## config.mk

```make
export PLATFORM = sky130hd
export DESIGN_NAME = channel_peak_packer_flat
export DESIGN_NICKNAME = d
export VERILOG_FILES = /design/src/rtl/channel_peak_packer_pkg.sv /design/src/rtl/channel_peak_packer_if.sv /design/src/rtl/channel_peak_packer_abs_sat16.sv /design/src/rtl/channel_peak_packer.sv /design/src/flat_wrapper.sv
export SDC_FILE = /design/constraint.sdc
export NUM_CORES = 1
export LEC_CHECK = 0
export CORE_ASPECT_RATIO = 1.4
export CORE_MARGIN = 3
export CORE_UTILIZATION = 40
export DETAILED_ROUTE_END_ITERATION = 7
export GPL_TIMING_DRIVEN = 0
export HOLD_SLACK_MARGIN = 0.06
export MAX_ROUTING_LAYER = met4
export PLACE_DENSITY_LB_ADDON = 0.3
export SKIP_CTS_REPAIR_TIMING = 1
export SLEW_MARGIN = 25
export SYNTH_ARGS = -nofsm -noshare
export SYNTH_HDL_FRONTEND = slang
export SYNTH_SLANG_ARGS = --single-unit
```

## constraint.sdc

```tcl
create_clock -name aclk -period 3.2 [get_ports aclk]
set_input_delay 0.64 -clock aclk [delete_from_list [all_inputs] [get_ports aclk]]
set_output_delay 0.64 -clock aclk [all_outputs]
set_load 0.05 [all_outputs]
```

## src/rtl/channel_peak_packer_pkg.sv

```systemverilog
// Shared constants and types for channel_peak_packer: channel count, lane layout, FSM states.
// The lane order {pk3,pk2,pk1,pk0} is the same order the downstream framer unpacks.
package channel_peak_packer_pkg;

   localparam int unsigned NUM_CH   = 4;
   localparam int unsigned CH_W     = 2;
   localparam int unsigned SAMPLE_W = 16;
   localparam int unsigned LANE_W   = 16;
   localparam int unsigned OUT_W    = NUM_CH * LANE_W;

   typedef enum logic {
      ALIGN = 1'b0,
      ACCUM = 1'b1
   } state_e;

   // Packed so that lane i occupies bits [i*LANE_W +: LANE_W] of the output word.
   typedef logic [NUM_CH-1:0][LANE_W-1:0] peaks_t;

   function automatic int unsigned lane_lo(input int unsigned lane);
      return lane * LANE_W;
   endfunction

endpackage

```

## src/rtl/channel_peak_packer_if.sv

```systemverilog
// AXI-Stream style bundle used for both the sample input and the packed-peak output.
interface channel_peak_packer_if
   import channel_peak_packer_pkg::*;
#(
   parameter int unsigned DATA_W = SAMPLE_W,
   parameter int unsigned USER_W = CH_W
) ();

   logic [DATA_W-1:0] tdata;
   logic [USER_W-1:0] tuser;
   logic              tvalid;
   logic              tready;

   modport master (
      output tdata,
      output tuser,
      output tvalid,
      input  tready
   );

   modport slave (
      input  tdata,
      input  tuser,
      input  tvalid,
      output tready
   );

endinterface

```

## src/rtl/channel_peak_packer_abs_sat16.sv

```systemverilog
// Combinational saturated magnitude of a signed sample; -32768 maps to 32767.
module abs_sat16
   import channel_peak_packer_pkg::*;
(
   input  logic [SAMPLE_W-1:0] din,
   output logic [SAMPLE_W-1:0] mag
);

   localparam logic [SAMPLE_W-1:0] MOST_NEG = {1'b1, {(SAMPLE_W-1){1'b0}}};
   localparam logic [SAMPLE_W-1:0] MOST_POS = {1'b0, {(SAMPLE_W-1){1'b1}}};
   localparam logic [SAMPLE_W-1:0] ONE      = {{(SAMPLE_W-1){1'b0}}, 1'b1};

   always_comb begin
      mag = din;
      if (din == MOST_NEG) begin
         mag = MOST_POS;
      end else if (din[SAMPLE_W-1]) begin
         mag = ~din + ONE;
      end
   end

endmodule

```

## src/rtl/channel_peak_packer.sv

```systemverilog
// Per-channel peak tracker over WINDOW ch0..ch3 groups; emits {pk3,pk2,pk1,pk0} per window.
// Optional saturating overwrite counter on drop_cnt when CHANNEL_PEAK_PACKER_DROP_CNT_EN is defined.
module channel_peak_packer
   import channel_peak_packer_pkg::*;
#(
   parameter int unsigned WINDOW = 1024,
   parameter int unsigned CNT_W  = 16
) (
   input  logic                  aclk,
   input  logic                  aresetn,
   channel_peak_packer_if.slave  s_axis,
   channel_peak_packer_if.master m_axis,
   output logic                  seq_err,
   output logic [LANE_W-1:0]     drop_cnt
);

   localparam logic [CNT_W-1:0] LAST_GROUP = CNT_W'(WINDOW - 1);
   localparam logic [CH_W-1:0]  LAST_CH    = CH_W'(NUM_CH - 1);

   state_e             state_q, state_d;
   logic               s_tready_q, s_tready_d;
   logic [CH_W-1:0]    exp_ch_q, exp_ch_d;
   logic [CNT_W-1:0]   cnt_q, cnt_d;
   peaks_t             peak_q, peak_d;
   peaks_t             peaks_upd;
   logic               seq_err_q, seq_err_d;
   logic [OUT_W-1:0]   m_tdata_q, m_tdata_d;
   logic               m_tvalid_q, m_tvalid_d;

   logic               beat;
   logic               close;
   logic [CH_W-1:0]    ch;
   logic [SAMPLE_W-1:0] mag;

   abs_sat16 u_abs (
      .din (s_axis.tdata),
      .mag (mag)
   );

   assign beat = s_axis.tvalid && s_tready_q;
   assign ch   = s_axis.tuser;

   // Peaks with the current sample folded in; used both for accumulation and the closing word.
   always_comb begin
      peaks_upd = peak_q;
      if (mag > peak_q[ch]) begin
         peaks_upd[ch] = mag;
      end
   end

   always_comb begin
      state_d    = state_q;
      s_tready_d = 1'b1;
      exp_ch_d   = exp_ch_q;
      cnt_d      = cnt_q;
      peak_d     = peak_q;
      seq_err_d  = 1'b0;
      close      = 1'b0;

      if (beat) begin
         unique case (state_q)
            ALIGN: begin
               if (ch == LAST_CH) begin
                  state_d  = ACCUM;
                  exp_ch_d = '0;
                  cnt_d    = '0;
                  peak_d   = '0;
               end
            end
            ACCUM: begin
               if (ch == exp_ch_q) begin
                  peak_d   = peaks_upd;
                  exp_ch_d = exp_ch_q + CH_W'(1);
                  if (ch == LAST_CH) begin
                     if (cnt_q == LAST_GROUP) begin
                        close  = 1'b1;
                        cnt_d  = '0;
                        peak_d = '0;
                     end else begin
                        cnt_d = cnt_q + CNT_W'(1);
                     end
                  end
               end else begin
                  seq_err_d = 1'b1;
                  state_d   = ALIGN;
                  exp_ch_d  = '0;
                  cnt_d     = '0;
                  peak_d    = '0;
               end
            end
            default: state_d = ALIGN;
         endcase
      end
   end

   // A close always wins over a transfer: the new word is valid the next cycle either way.
   always_comb begin
      m_tdata_d  = m_tdata_q;
      m_tvalid_d = m_tvalid_q;
      if (close) begin
         m_tdata_d  = peaks_upd;
         m_tvalid_d = 1'b1;
      end else if (m_tvalid_q && m_axis.tready) begin
         m_tvalid_d = 1'b0;
      end
   end

   always_ff @(posedge aclk or negedge aresetn) begin
      if (!aresetn) begin
         state_q    <= ALIGN;
         s_tready_q <= 1'b0;
         exp_ch_q   <= '0;
         cnt_q      <= '0;
         peak_q     <= '0;
         seq_err_q  <= 1'b0;
         m_tdata_q  <= '0;
         m_tvalid_q <= 1'b0;
      end else begin
         state_q    <= state_d;
         s_tready_q <= s_tready_d;
         exp_ch_q   <= exp_ch_d;
         cnt_q      <= cnt_d;
         peak_q     <= peak_d;
         seq_err_q  <= seq_err_d;
         m_tdata_q  <= m_tdata_d;
         m_tvalid_q <= m_tvalid_d;
      end
   end

`ifdef CHANNEL_PEAK_PACKER_DROP_CNT_EN
   logic              overwrite;
   logic [LANE_W-1:0] drop_q, drop_d;

   assign overwrite = close && m_tvalid_q && !m_axis.tready;

   always_comb begin
      drop_d = drop_q;
      if (overwrite && (drop_q != '1)) begin
         drop_d = drop_q + LANE_W'(1);
      end
   end

   always_ff @(posedge aclk or negedge aresetn) begin
      if (!aresetn) begin
         drop_q <= '0;
      end else begin
         drop_q <= drop_d;
      end
   end

   assign drop_cnt = drop_q;
`else
   assign drop_cnt = '0;
`endif

   assign s_axis.tready = s_tready_q;
   assign m_axis.tdata  = m_tdata_q;
   assign m_axis.tuser  = '0;
   assign m_axis.tvalid = m_tvalid_q;
   assign seq_err       = seq_err_q;

endmodule

```

## src/flat_wrapper.sv

```systemverilog
// flat-port wrapper written by rule: the top's interface ports become plain ports
module channel_peak_packer_flat import channel_peak_packer_pkg::*;
#(
   parameter int unsigned WINDOW = 1024,
   parameter int unsigned CNT_W  = 16
)
  (aclk, aresetn, seq_err, drop_cnt, s_axis_tdata, s_axis_tuser, s_axis_tvalid, s_axis_tready, m_axis_tdata, m_axis_tuser, m_axis_tvalid, m_axis_tready);
  channel_peak_packer_if #(.DATA_W(16), .USER_W(2)) s_axis_i ();
  channel_peak_packer_if #(.DATA_W(64), .USER_W(1)) m_axis_i ();
  input  logic aclk;
  input  logic aresetn;
  output logic seq_err;
  output logic [LANE_W-1:0] drop_cnt;
  input wire logic [$bits(s_axis_i.tdata)-1:0] s_axis_tdata;
  input wire logic [$bits(s_axis_i.tuser)-1:0] s_axis_tuser;
  input wire logic [$bits(s_axis_i.tvalid)-1:0] s_axis_tvalid;
  output wire logic [$bits(s_axis_i.tready)-1:0] s_axis_tready;
  output wire logic [$bits(m_axis_i.tdata)-1:0] m_axis_tdata;
  output wire logic [$bits(m_axis_i.tuser)-1:0] m_axis_tuser;
  output wire logic [$bits(m_axis_i.tvalid)-1:0] m_axis_tvalid;
  input wire logic [$bits(m_axis_i.tready)-1:0] m_axis_tready;
  assign s_axis_i.tdata = s_axis_tdata;
  assign s_axis_i.tuser = s_axis_tuser;
  assign s_axis_i.tvalid = s_axis_tvalid;
  assign s_axis_tready = s_axis_i.tready;
  assign m_axis_tdata = m_axis_i.tdata;
  assign m_axis_tuser = m_axis_i.tuser;
  assign m_axis_tvalid = m_axis_i.tvalid;
  assign m_axis_i.tready = m_axis_tready;
  channel_peak_packer #(.WINDOW(WINDOW), .CNT_W(CNT_W)) u_core (.aclk(aclk), .aresetn(aresetn), .s_axis(s_axis_i), .m_axis(m_axis_i), .seq_err(seq_err), .drop_cnt(drop_cnt));
endmodule
```

Word level (Yosys, flattened, before mapping)
Cells that the tools add are included.
Cells by class
  add/sub/neg operators: 3
  order comparisons: 3
  equality and inequality tests: 6
  multiplexer cells: 34
  bitwise gates (word level): 2
  reductions and logical operators: 6
Operators by type and width (number)
  $mux W64: 5
  $mux W16: 8
  $pmux W64 S2: 1
  $bwmux W64: 1
  $add A16 B1 Y16 const B: 2
  $bmux W16 S2: 1
  $demux W16 S2: 1
  $pmux W16 S2: 1
  $eq A16 B10 Y1 const B: 1
  $eq A16 B16 Y1 const B: 1
  $gt A16 B16 Y1: 1
  $not A16 Y16: 1
  $mux W1: 12
  $mux W2: 2
  $pmux W2 S2: 1
  $logic_and A1 B1 Y1: 3
  $lt A2 B3 Y1 const B: 1
  $ne A3 B3 Y1 const B: 1
  $reduce_and A3 Y1: 1
  $add A2 B1 Y2 const B: 1
  $eq A2 B2 Y1: 1
  $eq A2 B2 Y1 const B: 1
  $ge A2 B1 Y1 const B: 1
  $ne A2 B1 Y1 const B: 1
  other kinds (4): 4
Word-level totals
  register bits: 150
  word-level logic and storage cells: 65

Depth between registers and ports, before layout
  depth after elaboration: 10
  depth in mapped cells: 17

By module
From an unflattened synthesis, not the netlist that was laid out.
Second synthesis, totals
  cell total of the unflattened synthesis: 799
  area total of the unflattened synthesis: 7733.7 um^2
By module, submodules not included
  channel_peak_packer: instances 1, cells each 734, area each 7264.5 um^2, seq. area each 3753.6 um^2
  abs_sat16: instances 1, cells each 65, area each 469.2 um^2, seq. area each 0.0 um^2

Worst setup path after synthesis
Ideal clock, no wire load.
  path type: input to register
  from: input s_axis_tdata[10]
  to: register u_core.peak_q[38] (netlist name)
  setup time: 0.121 ns
  arrival time: 4.075 ns
  slack: -0.996 ns
  stages on the path: 14
  buffers on the path: 2
  cell sequence: or2_1 -> or4_1 -> nor3_1 -> buf_2 -> nor2_1 -> mux2i_1 -> ha_1 -> nand4_1 -> o32ai_1 -> nor4_2 -> or4b_4 -> a21o_1 -> buf_4 -> a22o_1
Between the ends
  longest elaborated chain between the ends: 10
RTL lines
  from (decl): RTL line flat_wrapper.sv:14  | input wire logic [$bits(s_axis_i.tdata)-1:0] s_axis_tdata;
  $not A16 Y16: RTL line channel_peak_packer_abs_sat16.sv:18  | mag = ~din + ONE;
  $add A16 B1 Y16: RTL line channel_peak_packer_abs_sat16.sv:18
  $mux W16: RTL line channel_peak_packer_abs_sat16.sv:17  | end else if (din[SAMPLE_W-1]) begin
  $mux W16 *: RTL line channel_peak_packer_abs_sat16.sv:15  | if (din == MOST_NEG) begin
  $gt A16 B16 Y1: RTL line channel_peak_packer.sv:46  | if (mag > peak_q[ch]) begin
  $mux W64 *: RTL line channel_peak_packer.sv:46
  $mux W64: RTL line channel_peak_packer.sv:75  | if (cnt_q == LAST_GROUP) begin
  $mux W64 *: RTL line channel_peak_packer.sv:74  | if (ch == LAST_CH) begin
  $mux W64 *: RTL line channel_peak_packer.sv:71  | if (ch == exp_ch_q) begin
  $pmux W64 S2 *: RTL line channel_peak_packer.sv:61  | unique case (state_q)
  to (signal assigned): RTL line channel_peak_packer.sv:123  | peak_q <= peak_d;
  to (decl): RTL line channel_peak_packer.sv:24  | peaks_t peak_q, peak_d;
Every way passes the cells marked *; elsewhere a longest branch is shown, timed or not.
A chain may end at the register's enable or synchronous reset.

Worst setup path in the final report
  from: input s_axis_tdata[9]
  to: register u_core.peak_q[60] (netlist name)
Between the ends
  longest elaborated chain between the ends: 10
RTL lines (RTL line)
  $not A16 Y16: channel_peak_packer_abs_sat16.sv:18
  $add A16 B1 Y16: channel_peak_packer_abs_sat16.sv:18
  $mux W16: channel_peak_packer_abs_sat16.sv:17
  $mux W16 *: channel_peak_packer_abs_sat16.sv:15
  $gt A16 B16 Y1 or $bwmux W64 (tied branches): channel_peak_packer.sv:46, channel_peak_packer.sv:47
  $mux W64 *: channel_peak_packer.sv:46
  $mux W64: channel_peak_packer.sv:75
  $mux W64 *: channel_peak_packer.sv:74
  $mux W64 *: channel_peak_packer.sv:71
  $pmux W64 S2 *: channel_peak_packer.sv:61
Marks and branches as above.

==> flow_summary.toml <==
[power_and_ir_drop]
power.total_uw = 5100
p_comb_frac = 0.167
p_leak_uw = 0.00473
share_seq_of_total_power = 0.404
p_int_uw = 3710
p_per_area_nw_per_um2 = 494
swShare = 0.273
switching_power_uw = 1390
irDropWorstVdd_mv = 0.338
p_clk_frac = 0.429

[logic_synthesis]
synth.cell_area_um2 = 7300
synthXorXnorAreaFrac = 0.0168
synth_top_family_by_area = "multiplexers"
ys_types = 60
muxShareOfSynthArea = 0.153
synthFlopType = "dfrtp_1"
synth.most_common_cell = "dfrtp_1"
synth_compound_area_frac = 0.141
synthTopCellsByArea = "dfrtp_1, mux2_2, a22o_1, mux4_2, ha_1"
async_flop_share = 1.00
syn_avg_cell_area_um2 = 12.1
ys_seq_area_frac = 0.514
synth_seq_cells = 150
postSynthCellCount = 605
synth-warning-count = 0
ys_top_cells_by_count = "dfrtp_1, a22o_1, mux2_2, nand2_1, nor2_1"
yosys.area.top_type = "dfrtp_1"
synth_edf_count = 0
synth-simple-area-share = 0.0975
synth_top_area_share = 0.514
synth_fa_ha_area_frac = 0.0309

[clocking]
cts.sinks = 150
htreeDepth = 4
cts_tree = "yes"
path_clk_slew_ns = 0.06
cts_root_buf = "clkbuf_16"
cts_buffers = 17
clock_latency_ns = 0.43
cts_buffer_depth = 2

[detailed_routing]
num_vias = 5738
drt_wl_total_um = 21700
drc_errors = 0
detail-route-antenna-nets = 0
wire_per_inst_um = 21.0
first_pass_iters = 5
drtIter0Drc = 529
viasPerCell = 5.55

[worst_setup_path]
required_ns = 3.57
arrival_ns = 4.56
cp_slowest_cell = "or4_4"
slowest_delay_ns = 0.57
worstSetupPathType = "in2reg"
worst_path_most_repeated_cell = "buf_6"
rr_endpoint = "u_core.peak_q[60]"
cp_cell_sequence = "buf_8 -> or2_4 -> or4_4 -> nor3_4 -> a211oi_1 -> a31oi_2 -> ha_1 -> a21o_1 -> a21oi_2 -> o32ai_2 -> nor4_4 -> buf_4 -> buf_6 -> nor3_4 -> buf_6 -> buf_6 -> o21ai_4 -> buf_6 -> a22o_1"
critPathCaptureType = "register"
r2r_slack_ns = -0.16
reg2reg_depth = 15
crit_fanout = 5
cp-start-kind = "input port"
timing.rr.start = "u_core.peak_q[55]"

[sta]
max_freq_mhz = 239
hold_viol_final = 0
period_minus_slack_ns = 4.19
maxSlewViolCount = 0
worst_slack_ns = -0.991
rsz0062_at_grt = "yes"
worst_slew_pin_slew_ns = 0.763
period_share = 1.31
setup_viol = 80
tns_ns = -67.94
relSlewSlack = 0.492
hold_ws_ns = 0.153
fin_skew_ns = 0.00951

[place]
dp_cells = 946
gp_congestion = 0.902
dp_hpwl_um = 14000
io_buffer_count = 88
pre_cts_ws_ns = -2.08

[global_route]
grt_max_degree = 86
groute.usage.overall = 0.204
grt_pass1_vias = 5606
antenna_found_initial = 0
overflow = 0
grt_first_pass_wirelength_um = 30900

[flow_run]
maxCapViolations = 0

[outcome]
status = "finished, violations left"
violations = "negative setup slack"

[final_layout]
final_cells = 1033
syn_to_final_growth_pct = 41.6
diodes = 0
drive_gt1_frac = 0.332
nets = 824

[floorplanning]
dieHeight_um = 166
die_w_um = 120
pin_count = 106
die_area_um2 = 19900
core_um2 = 17600
rows = 57
start_util = 0.414

[min_path]
min_path_type = "in2async"
metrics by stage:
stage          instance area [µm²]   util
2_1_floorplan                 7500      -
3_5_place_dp                  8710  0.494
6_report                     10300  0.587
4_1_cts                       9350  0.531
5_1_grt                      10300  0.587
3_3_place_gp                  8680  0.493
registers in the layout (all words and copies together), names as in the netlist:
signal	count
u_core.m_axis.tdata	64
u_core.peak_q	64
u_core.cnt_q	16
u_core.exp_ch_q	2
u_core.m_axis.tvalid	1
u_core.s_axis.tready	1
u_core.seq_err	1
u_core.state_q	1
worst max-delay path by stage:
stage,startpoint,to,slack [ns]
6_report,s_axis_tdata[9],u_core.peak_q[60],-0.99
5_1_grt,s_axis_tdata[9],u_core.peak_q[60],-1.04
4_1_cts,s_axis_tuser[1],u_core.peak_q[24],-1.63
3_5_place_dp,s_axis_tuser[1],u_core.peak_q[24],-2.08
3_3_place_gp,aresetn,u_core.cnt_q[0],-4.29
2_1_floorplan,s_axis_tdata[10],u_core.peak_q[38],-0.79
layout make-up:
type	instances	area, µm²
inverter	24	90.1
tap	236	295
multi-input combinational	404	3720
sequential	150	3750
clock buffer	19	453
timing repair buffer	144	1480
clock inverter	13	191
buffer	43	359
fill	1367	7280
power groups by stage:
stage	sequential [µW]	clock (µW)	combinational, µW
floorplan	2070	0	435
global placement	2080	0	616
detailed placement	2090	0	638
CTS	2060	2210	643
global route	2070	2300	902
finish	2060	2190	851
per-layer routing:
metal,global-route usage,vias up,routed length [µm],part of all wire
met2,0.340,239,11400,0.53
li1,-,2564,-,-
met4,0.0748,0,1010,0.047
met3,0.0436,71,1130,0.052
met5,-,-,0,0
met1,0.243,2864,8150,0.38
placed cells by master (no fill, tap or decap), drive strengths merged, types with 6 or more instances in the layout:
cell type / synthesis / layout
inv: 24 / 28
o21ai: 36 / 36
ha: 18 / 18
xor2: 10 / 10
nor4: 7 / 7
mux2i: 19 / 19
and3: 6 / 6
conb: 2 / 18
mux2: 50 / 50
nand2: 38 / 38
nor2: 36 / 36
buf: 34 / 92
dlymetal6s2s: 0 / 13
a22o: 61 / 61
clkbuf: 9 / 29
a21o: 6 / 6
nand3: 9 / 9
mux4: 16 / 16
nor3: 8 / 8
nand4: 6 / 6
clkdlybuf4s50: 0 / 72
a21oi: 8 / 8
dfrtp: 150 / 150
worst max-delay path: cells and delay by family:
| family | cells | cell delay (ns) |
|---|---|---|
| adder cells (fa/ha/maj) | 1 | 0.33 |
| AO/OA/AOI/OAI | 7 | 1.31 |
| buffers and inverters | 6 | 0.85 |
| AND/OR/NAND/NOR | 5 | 1.41 |
cell families (layout without fill, tap and decap cells):
logic type               Yosys count  after routing
adder cells (fa/ha/maj)           18             18
buffers and inverters             67            243
XOR/XNOR                          14             14
AO/OA/AOI/OAI                    134            134
flip-flops                       150            150
multiplexers                      85             85
other                              2             18
AND/OR/NAND/NOR                  135            135
Note: power is estimated with default switching activity, not from simulation.
